--- src/rtl/mc_control_fsm_if.sv ---
// ============================================================================
// Module   : mc_control_fsm_if
// Brief    : Instruction/flag inputs and datapath control strobes between the
//            multicycle control unit (master) and the ARM datapath (slave).
// Revision : 1.0
// ============================================================================
`default_nettype none

interface mc_control_fsm_if;
   logic [31:12] Instr;
   logic [3:0]   ALUFlags;
   logic         PCWrite;
   logic         MemWrite;
   logic         RegWrite;
   logic         IRWrite;
   logic         AdrSrc;
   logic [1:0]   RegSrc;
   logic [1:0]   ALUSrcA;
   logic [1:0]   ALUSrcB;
   logic [1:0]   ResultSrc;
   logic [1:0]   ImmSrc;
   logic [1:0]   ALUControl;

   modport master (
      input  Instr, ALUFlags,
      output PCWrite, MemWrite, RegWrite, IRWrite, AdrSrc, RegSrc,
             ALUSrcA, ALUSrcB, ResultSrc, ImmSrc, ALUControl
   );

   modport slave (
      output Instr, ALUFlags,
      input  PCWrite, MemWrite, RegWrite, IRWrite, AdrSrc, RegSrc,
             ALUSrcA, ALUSrcB, ResultSrc, ImmSrc, ALUControl
   );
endinterface

`default_nettype wire

--- src/rtl/mc_control_fsm.sv ---
// ============================================================================
// Module   : mc_control_fsm
// Brief    : ARM multicycle control unit: Moore state machine, NZCV flag
//            register and condition check driving every datapath strobe.
// Revision : 1.0
// ============================================================================
`default_nettype none

module mc_control_fsm (
   input  wire logic        clk,
   input  wire logic        reset,
   mc_control_fsm_if.master bus
);

   typedef enum logic [3:0] {
      S_FETCH   = 4'd0,
      S_DECODE  = 4'd1,
      S_MEMADR  = 4'd2,
      S_MEMRD   = 4'd3,
      S_MEMWB   = 4'd4,
      S_MEMWR   = 4'd5,
      S_EXECR   = 4'd6,
      S_EXECI   = 4'd7,
      S_ALUWB   = 4'd8,
      S_BRANCH  = 4'd9
   } state_t;

   localparam logic [3:0] c_cmd_and = 4'b0000;
   localparam logic [3:0] c_cmd_sub = 4'b0010;
   localparam logic [3:0] c_cmd_add = 4'b0100;
   localparam logic [3:0] c_cmd_cmp = 4'b1010;
   localparam logic [3:0] c_cmd_orr = 4'b1100;

   state_t     r_state;
   state_t     w_next;
   logic [3:0] r_flags;
   logic       r_condq;

   logic [3:0] w_cond;
   logic [1:0] w_op;
   logic [5:0] w_funct;
   logic [3:0] w_cmd;
   logic       w_rd_pc;
   logic       w_unused_rn;

   assign w_cond      = bus.Instr[31:28];
   assign w_op        = bus.Instr[27:26];
   assign w_funct     = bus.Instr[25:20];
   assign w_cmd       = w_funct[4:1];
   assign w_rd_pc     = (bus.Instr[15:12] == 4'hF);
   assign w_unused_rn = &{1'b0, bus.Instr[19:16]};

   logic w_n, w_z, w_c, w_v;
   assign {w_n, w_z, w_c, w_v} = r_flags;

   logic w_condex;
   always_comb begin
      w_condex = 1'b0;
      case (w_cond)
         4'b0000: w_condex = w_z;
         4'b0001: w_condex = ~w_z;
         4'b0010: w_condex = w_c;
         4'b0011: w_condex = ~w_c;
         4'b0100: w_condex = w_n;
         4'b0101: w_condex = ~w_n;
         4'b0110: w_condex = w_v;
         4'b0111: w_condex = ~w_v;
         4'b1000: w_condex = w_c & ~w_z;
         4'b1001: w_condex = ~w_c | w_z;
         4'b1010: w_condex = ~(w_n ^ w_v);
         4'b1011: w_condex = w_n ^ w_v;
         4'b1100: w_condex = ~w_z & ~(w_n ^ w_v);
         4'b1101: w_condex = w_z | (w_n ^ w_v);
         4'b1110: w_condex = 1'b1;
         default: w_condex = 1'b0;
      endcase
   end

   // Unsupported commands behave like a write-suppressed add with no flag effect.
   logic [1:0] w_aluctl;
   logic       w_cmd_arith;
   logic       w_cmd_valid;
   logic       w_nowrite;
   always_comb begin
      w_aluctl    = 2'b00;
      w_cmd_arith = 1'b0;
      w_cmd_valid = 1'b1;
      w_nowrite   = 1'b0;
      case (w_cmd)
         c_cmd_add: w_cmd_arith = 1'b1;
         c_cmd_sub: begin
            w_aluctl    = 2'b01;
            w_cmd_arith = 1'b1;
         end
         c_cmd_and: w_aluctl = 2'b10;
         c_cmd_orr: w_aluctl = 2'b11;
         c_cmd_cmp: begin
            w_aluctl    = 2'b01;
            w_cmd_arith = 1'b1;
            w_nowrite   = 1'b1;
         end
         default: begin
            w_cmd_valid = 1'b0;
            w_nowrite   = 1'b1;
         end
      endcase
   end

   logic w_in_exec;
   logic w_setflags;
   assign w_in_exec  = (r_state == S_EXECR) || (r_state == S_EXECI);
   assign w_setflags = w_in_exec & r_condq & w_funct[0] & w_cmd_valid;

   always_ff @(posedge clk or posedge reset) begin
      if (reset) begin
         r_state <= S_FETCH;
         r_flags <= 4'b0000;
         r_condq <= 1'b0;
      end else begin
         r_state <= w_next;
         if (r_state == S_DECODE) begin
            r_condq <= w_condex;
         end
         if (w_setflags) begin
            r_flags[3:2] <= bus.ALUFlags[3:2];
            if (w_cmd_arith) begin
               r_flags[1:0] <= bus.ALUFlags[1:0];
            end
         end
      end
   end

   logic       w_pcwrite;
   logic       w_memwrite;
   logic       w_regwrite;
   logic       w_irwrite;
   logic       w_adrsrc;
   logic [1:0] w_regsrc;
   logic [1:0] w_alusrca;
   logic [1:0] w_alusrcb;
   logic [1:0] w_resultsrc;
   logic [1:0] w_alucontrol;

   always_comb begin
      w_next       = S_FETCH;
      w_pcwrite    = 1'b0;
      w_memwrite   = 1'b0;
      w_regwrite   = 1'b0;
      w_irwrite    = 1'b0;
      w_adrsrc     = 1'b0;
      w_regsrc     = 2'b00;
      w_alusrca    = 2'b00;
      w_alusrcb    = 2'b00;
      w_resultsrc  = 2'b00;
      w_alucontrol = 2'b00;
      case (r_state)
         S_FETCH: begin
            w_irwrite   = 1'b1;
            w_pcwrite   = 1'b1;
            w_alusrca   = 2'b01;
            w_alusrcb   = 2'b10;
            w_resultsrc = 2'b10;
            w_next      = S_DECODE;
         end
         S_DECODE: begin
            w_alusrca   = 2'b01;
            w_alusrcb   = 2'b10;
            w_resultsrc = 2'b10;
            case (w_op)
               2'b01:   w_next = S_MEMADR;
               2'b00:   w_next = w_funct[5] ? S_EXECI : S_EXECR;
               2'b10:   w_next = S_BRANCH;
               default: w_next = S_FETCH;
            endcase
         end
         S_MEMADR: begin
            w_alusrcb = 2'b01;
            w_regsrc  = w_funct[0] ? 2'b00 : 2'b10;
            w_next    = w_funct[0] ? S_MEMRD : S_MEMWR;
         end
         S_MEMRD: begin
            w_adrsrc = 1'b1;
            w_next   = S_MEMWB;
         end
         S_MEMWB: begin
            w_resultsrc = 2'b01;
            w_regwrite  = r_condq;
            w_pcwrite   = r_condq & w_rd_pc;
            w_next      = S_FETCH;
         end
         S_MEMWR: begin
            w_adrsrc   = 1'b1;
            w_regsrc   = 2'b10;
            w_memwrite = r_condq;
            w_next     = S_FETCH;
         end
         S_EXECR: begin
            w_alucontrol = w_aluctl;
            w_next       = S_ALUWB;
         end
         S_EXECI: begin
            w_alusrcb    = 2'b01;
            w_alucontrol = w_aluctl;
            w_next       = S_ALUWB;
         end
         S_ALUWB: begin
            w_regwrite = r_condq & ~w_nowrite;
            w_pcwrite  = r_condq & ~w_nowrite & w_rd_pc;
            w_next     = S_FETCH;
         end
         S_BRANCH: begin
            w_regsrc    = 2'b01;
            w_alusrcb   = 2'b01;
            w_resultsrc = 2'b10;
            w_pcwrite   = r_condq;
            w_next      = S_FETCH;
         end
         default: w_next = S_FETCH;
      endcase
   end

   assign bus.PCWrite    = w_pcwrite;
   assign bus.MemWrite   = w_memwrite;
   assign bus.RegWrite   = w_regwrite;
   assign bus.IRWrite    = w_irwrite;
   assign bus.AdrSrc     = w_adrsrc;
   assign bus.RegSrc     = w_regsrc;
   assign bus.ALUSrcA    = w_alusrca;
   assign bus.ALUSrcB    = w_alusrcb;
   assign bus.ResultSrc  = w_resultsrc;
   assign bus.ImmSrc     = w_op;
   assign bus.ALUControl = w_alucontrol;

endmodule

`default_nettype wire

--- src/flat_wrapper.sv ---
// flat-port wrapper written by rule: the top's interface ports become plain ports
module mc_control_fsm_flat 
  (clk, reset, bus_Instr, bus_ALUFlags, bus_PCWrite, bus_MemWrite, bus_RegWrite, bus_IRWrite, bus_AdrSrc, bus_RegSrc, bus_ALUSrcA, bus_ALUSrcB, bus_ResultSrc, bus_ImmSrc, bus_ALUControl);
  mc_control_fsm_if bus_i ();
  input  wire logic clk;
  input  wire logic reset;
  input wire logic [$bits(bus_i.Instr)-1:0] bus_Instr;
  input wire logic [$bits(bus_i.ALUFlags)-1:0] bus_ALUFlags;
  output wire logic [$bits(bus_i.PCWrite)-1:0] bus_PCWrite;
  output wire logic [$bits(bus_i.MemWrite)-1:0] bus_MemWrite;
  output wire logic [$bits(bus_i.RegWrite)-1:0] bus_RegWrite;
  output wire logic [$bits(bus_i.IRWrite)-1:0] bus_IRWrite;
  output wire logic [$bits(bus_i.AdrSrc)-1:0] bus_AdrSrc;
  output wire logic [$bits(bus_i.RegSrc)-1:0] bus_RegSrc;
  output wire logic [$bits(bus_i.ALUSrcA)-1:0] bus_ALUSrcA;
  output wire logic [$bits(bus_i.ALUSrcB)-1:0] bus_ALUSrcB;
  output wire logic [$bits(bus_i.ResultSrc)-1:0] bus_ResultSrc;
  output wire logic [$bits(bus_i.ImmSrc)-1:0] bus_ImmSrc;
  output wire logic [$bits(bus_i.ALUControl)-1:0] bus_ALUControl;
  assign bus_i.Instr = bus_Instr;
  assign bus_i.ALUFlags = bus_ALUFlags;
  assign bus_PCWrite = bus_i.PCWrite;
  assign bus_MemWrite = bus_i.MemWrite;
  assign bus_RegWrite = bus_i.RegWrite;
  assign bus_IRWrite = bus_i.IRWrite;
  assign bus_AdrSrc = bus_i.AdrSrc;
  assign bus_RegSrc = bus_i.RegSrc;
  assign bus_ALUSrcA = bus_i.ALUSrcA;
  assign bus_ALUSrcB = bus_i.ALUSrcB;
  assign bus_ResultSrc = bus_i.ResultSrc;
  assign bus_ImmSrc = bus_i.ImmSrc;
  assign bus_ALUControl = bus_i.ALUControl;
  mc_control_fsm u_core (.clk(clk), .reset(reset), .bus(bus_i));
endmodule
--- config.mk ---
export PLATFORM = sky130hd
export DESIGN_NAME = mc_control_fsm_flat
export DESIGN_NICKNAME = d
export VERILOG_FILES = /design/src/rtl/mc_control_fsm_if.sv /design/src/rtl/mc_control_fsm.sv /design/src/flat_wrapper.sv
export SDC_FILE = /design/constraint.sdc
export NUM_CORES = 1
export LEC_CHECK = 0
export ABC_AREA = 1
export CAP_MARGIN = 20
export CORE_ASPECT_RATIO = 1.1
export CORE_MARGIN = 1.5
export CORE_UTILIZATION = 40
export CTS_CLUSTER_SIZE = 28
export DETAILED_ROUTE_END_ITERATION = 8
export PLACE_DENSITY_LB_ADDON = 0.15
export REMOVE_ABC_BUFFERS = 1
export SLEW_MARGIN = 20
export SYNTH_ARGS = -nofsm -noshare
export SYNTH_HDL_FRONTEND = slang
export SYNTH_SLANG_ARGS = --single-unit
--- constraint.sdc ---
create_clock -name clk -period 1.45 [get_ports clk]
set_input_delay 0.145 -clock clk [delete_from_list [all_inputs] [get_ports clk]]
set_output_delay 0.145 -clock clk [all_outputs]
set_load 0.05 [all_outputs]
## Word-level counts from Yosys, hierarchy flattened

Cells that the tools add are included.

- Register bits: 9
- Input port bits: 26
- Output and inout port bits: 17
- Word-level logic and storage cells: 84

- Equality and inequality tests: 30
- Mux-type cells: 19
- Bitwise logic cells: 16
- Reduce and logical (&&, ||, !) cells: 15

Operators with widths:

| kind | count |
|---|---|
| $eq 4x4->1 const B | 12 |
| $eq 4x3->1 const B | 9 |
| $eq 4x2->1 const B | 5 |
| $pmux 4 s5 | 1 |
| $pmux 1 s15 | 1 |
| $logic_not 4->1 | 3 |
| $pmux 2 s3 | 2 |
| $pmux 4 s3 | 1 |
| $reduce_or 3->1 | 3 |
| $and 1x1->1 | 8 |
| $eq 4x1->1 const B | 2 |
| $pmux 2 s2 | 2 |
| $reduce_or 2->1 | 4 |
| $mux 1 | 7 |
| $not 1->1 | 5 |
| $reduce_or 5->1 | 1 |
| $mux 2 | 2 |
| $pmux 1 s4 | 1 |
| $reduce_or 4->1 | 1 |
| $mux 3 | 1 |
| $eq 2x1->1 const B | 1 |
| $eq 2x2->1 const B | 1 |
| $logic_not 2->1 | 1 |
| $or 1x1->1 | 2 |
| other kinds (4) | 4 |

## Logic depth before layout (Yosys ltp)

- Word-level depth: 6
- Depth in mapped cells: 11
- Mapped depth without buffers: 11

## Worst setup path after synthesis

OpenSTA, ideal clock, no wires.

- Path type: register -> output
- Start point: register u_core.r_state[3]
- End point: output bus_ResultSrc[1]
- Arrival time: 1.775 ns
- Data required time: 1.305 ns
- Setup slack: -0.470 ns
- Stages on the path, launching flop included: 4
- Path buffers: 0
- Path through: dfrtp_1 -> nor2_2 -> inv_2 -> o21ai_0

- Word-level cells in the longest chain between the ends: 3
- Elaborated cells between the ends (all ways): 6
- Those cells by class: eq/ne (3); mux (1); reduce/logical (2)

RTL lines:

| element | RTL line | text |
|---|---|---|
| start: declaration | mc_control_fsm.sv:34 | `state_t r_state;` |
| start signal: assignment | mc_control_fsm.sv:120 | `r_state <= w_next;` |
| $eq 4x4->1, or another cell as far along | mc_control_fsm.sv:156 | `case (r_state)` |
| $reduce_or 3->1 (no line) | -- |  |
| $pmux 2 s2 (*) | mc_control_fsm.sv:156 |  |
| end: declaration | flat_wrapper.sv:17 | `output wire logic [$bits(bus_i.ResultSrc)-1:0] bus_ResultSrc;` |

Every way passes the cells marked *; elsewhere a longest branch is shown, timed or not.

## Worst setup path in the final report

- Start point: register u_core.r_state[0]
- End point: output bus_PCWrite

- Word-level cells in the longest chain between the ends: 2
- Elaborated cells between the ends (all ways): 5
- Those cells by class: eq/ne (3); mux (1); reduce/logical (1)

RTL lines:

| element | RTL line | text |
|---|---|---|
| $eq 4x4->1, or another cell as far along | mc_control_fsm.sv:156 |  |
| $pmux 1 s4 (*) | mc_control_fsm.sv:156 |  |
| end: declaration | flat_wrapper.sv:9 | `output wire logic [$bits(bus_i.PCWrite)-1:0] bus_PCWrite;` |

Marked as above.

==> flow_results.org <==
** Run status
- The run finished, with violations left.
- The final reports fail on setup timing.

** Setup path
- Kind of end point of the critical path :: output pin
- STA puts the critical path data arrival time at 1.65 ns.
- The startpoint identified for the worst register-to-register timing path is u_core.r_state[1].
- Register-to-Register Path Depth :: 9
- Setup slack of the most critical reg-to-reg path :: -0.12 ns
- The critical path in this run is classified as flip-flop to output pin.
- Along the worst path, the maximum fanout reaches 4.
- Capture instance of the worst register-to-register path :: u_core.r_flags[3]
- The worst setup path is launched from a flip-flop.
- At the worst endpoint, the required time is 1.31 ns.

** Floorplan
- Pin placement for this block handled 43 I/O pins.
- From bottom edge to top edge, the die measures 51.9 um.
- The core region is 0.00202 mm2.
- The floorplan has 17 rows.
- Floorplan die area :: 0.00247 mm2
- Once the floorplan was initialized, standard cells occupied 43.1% of the core.
- DIE WIDTH :: 47.5 um

** Timing
- Setup repair after global routing missed its margin :: yes
- Final period demand of the worst path :: 1.80 ns
- The tightest hold path in the finished design has a slack of 0.196 ns.
- Achievable Freq :: 557 MHz
- PnR worst setup slack :: -0.346 ns
- Setup TNS :: -2.73 ns
- Setup violations remaining at the end of the flow were counted as 18.
- Final Hold Viols :: 0
- The clock arrives with 0.00695 ns of skew.
- The worst path uses 124% of the clock period.
- Number of slew-limit violations in the final report :: 0

** Clock tree
- The root buffer cell chosen for the clock tree is sky130_fd_sc_hd__clkbuf_4.
- Buffer levels on the longest clock path :: 2
- CTS clk-pin slew, worst paths :: 0.07 ns
- In this run, post-CTS hold repair placed 0 buffers.
- Sink count of the clock tree :: 9
- Number of levels the H-tree was split into :: 1
- TritonCTS built the clock tree.
- At the later pin of the worst-skew pair, clock insertion delay measures 0.26 ns.
- CTS Buf Count :: 3

** Job
- Max Cap Violations :: 0

** Placed design
- Routability-driven placement finished with a final weighted congestion of 0.834.
- Half-perimeter wire length of the detailed placement result :: 2110 um
- Input and output buffers added on the ports amount to 37.
- Once placement finished, the instance area stood at 0.00145 mm2.

** Global route
- In the global route stage, overall resource usage came out at 29.0%.
- Pin count of the biggest net entering global routing :: 10
- The via count of the first global-routing pass came to 1,159.
- Antenna violations before repair :: 0
- Global-route wire length before repair :: 5050 um
- Leftover overflow at the end of global routing :: 0

** Yosys
- Sequential area share after synthesis :: 25.9%
- During synthesis, Yosys emitted a total of 0 warnings.
- Post-Syn Area :: 871 um2
- Number of enable-type register cells in the synthesized netlist :: 0
- Counting flops and latches in the post-synthesis netlist gives 9.
- Cells after Synth :: 146
- After synthesis, the share of flip-flops with an asynchronous set or reset is 100%.
- Synthesis instantiated 22 different standard cells from the library.
- Most used flip-flop cell after synthesis :: sky130_fd_sc_hd__dfrtp_1
- Mean post-synth cell area :: 5.96 um2

** Power and ir drop
- The design draws 0.00359 W.
- The share of total power dissipated in combinational logic is 80.8%.
- Per report_power, the clock group accounts for 5.7% of the total.
- Static power due to leakage :: 0.891 nW
- Sequential cell fraction of total power :: 13.5%
- IR analysis of the VDD net gives a maximum drop of 2570 uV.
- Internal power comes to 0.00171 W.
- Sw frac :: 52.2%
- Power spread over the standard cell area amounts to 2030 mW/mm2.
- The analysis attributes to net switching a power of 0.00187 W.

** Final layout
- Design area :: 0.00177 mm2
- Diodes inserted :: 0
- Leaving out fill and tap cells, the most frequent cell in the layout is sky130_fd_sc_hd__nand2_1.
- In the final design database the tool counted 230 nets.
- Of the cells placed in the final design, the portion with a size suffix greater than 1 is 39.4%.
- Compared with the post-synthesis result, the final layout area differs by 103%.
- The library cells used most frequently in the layout, excluding fill and tap cells, are sky130_fd_sc_hd__nand2_1, sky130_fd_sc_hd__inv_1, sky130_fd_sc_hd__clkdlybuf4s50_1, sky130_fd_sc_hd__buf_12, sky130_fd_sc_hd__buf_4.

** Min path
- The path class of the tightest hold or removal check is primary input to async pin.

** Drt
- Vias after detailed routing :: 1,245
- In this run, the number of DRC markers left after iteration 0 of detailed routing was 37.
- The first detailed-routing pass took 4 iterations.
- DRC violations left :: 0
- After detailed routing, the average wire length per cell comes to 16.9 um.
- Once detail routing completed, the nets flagged for antenna violations numbered 0.
- Via density :: 5.39
- After detailed routing, the total wire length is 3910 um.
-- cell type report --
| class | instances | area, um2 |
|---|---|---|
| clock buffer | 4 | 26.3 |
| fill | 91 | 253 |
| inverter | 25 | 96.3 |
| multi-input combinational | 108 | 678 |
| sequential | 9 | 229 |
| tap | 28 | 35.0 |
| timing repair buffer | 57 | 703 |
-- worst max-delay path by stage --
stage	start	end	slack, ns	cells after the start
2_1_floorplan	u_core.r_state[3]	bus_ResultSrc[1]	-0.47	3
3_3_place_gp	bus_Instr[11]	bus_RegWrite	-0.12	7
3_5_place_dp	bus_Instr[11]	bus_RegWrite	-0.19	7
4_1_cts	u_core.r_state[1]	bus_PCWrite	-0.16	7
5_1_grt	u_core.r_state[0]	bus_PCWrite	-0.45	7
6_report	u_core.r_state[0]	bus_PCWrite	-0.35	7
-- repair_timing --
| item | in CTS | in global routing |
|---|---|---|
| pin swaps | 9 | 8 |
| setup buffers | 7 | 7 |
| gates resized for setup | 37 | 16 |
| setup endpoints to repair | 12 | 16 |
-- registers in the layout, indices dropped and copies added, names as in the netlist --
| register | flops |
|---|---|
| u_core.r_state | 4 |
| u_core.r_condq | 1 |
| u_core.r_flags | 4 |
-- routing by layer --
metal / up-vias / part of all wire, % / global-route usage (%)
met1: 592 / 38 / 33.3
met3: 18 / 5.0 / 4.17
met4: 0 / 3.1 / 9.72
met2: 68 / 54 / 52.3
met5: - / 0 / 0
li1: 567 / - / -
-- critical path: stages, from the launching register on --
cell and delay, ns:
sky130_fd_sc_hd__dfrtp_2 0.43, sky130_fd_sc_hd__inv_2 0.08, sky130_fd_sc_hd__nor2_2 0.25, sky130_fd_sc_hd__nand3_2 0.21
sky130_fd_sc_hd__nand2_1 0.11, sky130_fd_sc_hd__nand2_1 0.08, sky130_fd_sc_hd__nand2_2 0.09, sky130_fd_sc_hd__buf_12 0.13
-- cells in the mapped netlist (2+ instances only) --
library cell / number / area share (%)
sky130_fd_sc_hd__nor2_2: 3 / 2.2
sky130_fd_sc_hd__inv_1: 20 / 8.6
sky130_fd_sc_hd__o21ai_0: 6 / 3.4
sky130_fd_sc_hd__buf_4: 4 / 3.4
sky130_fd_sc_hd__o211ai_1: 2 / 1.7
sky130_fd_sc_hd__inv_2: 5 / 2.2
sky130_fd_sc_hd__nand2_1: 45 / 19
sky130_fd_sc_hd__o22ai_1: 2 / 1.4
sky130_fd_sc_hd__a21oi_1: 5 / 2.9
sky130_fd_sc_hd__nor2_4: 2 / 2.6
sky130_fd_sc_hd__nor2_1: 18 / 7.8
sky130_fd_sc_hd__nand3_1: 15 / 8.6
sky130_fd_sc_hd__dfrtp_1: 9 / 26
sky130_fd_sc_hd__nand2_2: 2 / 1.4
-- cells by family after synthesis --
family | share of synthesized area [%]
other | 0.431
DFF | 25.9
AOI/OAI and AO/OA | 11.4
and+or+nand+nor | 48.1
buffers and inverters | 14.2
-- per-stage QoR --
stage	utilization [%]	setup WS (ns)	cells
floorplan	-	-0.470	142
global placement	71.8	-0.121	213
detailed placement	71.8	-0.186	213
CTS	82.0	-0.159	224
global route	87.5	-0.446	231
finish	87.5	-0.346	231
-- power groups by stage --
stage / Sequential, W / Combinational (W) / Clock, W
finish: 0.000485 / 0.00290 / 0.000204
floorplan: 0.000447 / 0.00116 / 0
global route: 0.000488 / 0.00300 / 0.000223
global placement: 0.000448 / 0.00221 / 0
CTS: 0.000471 / 0.00257 / 0.000198
detailed placement: 0.000454 / 0.00224 / 0
Power figures use the tool's default switching activity.
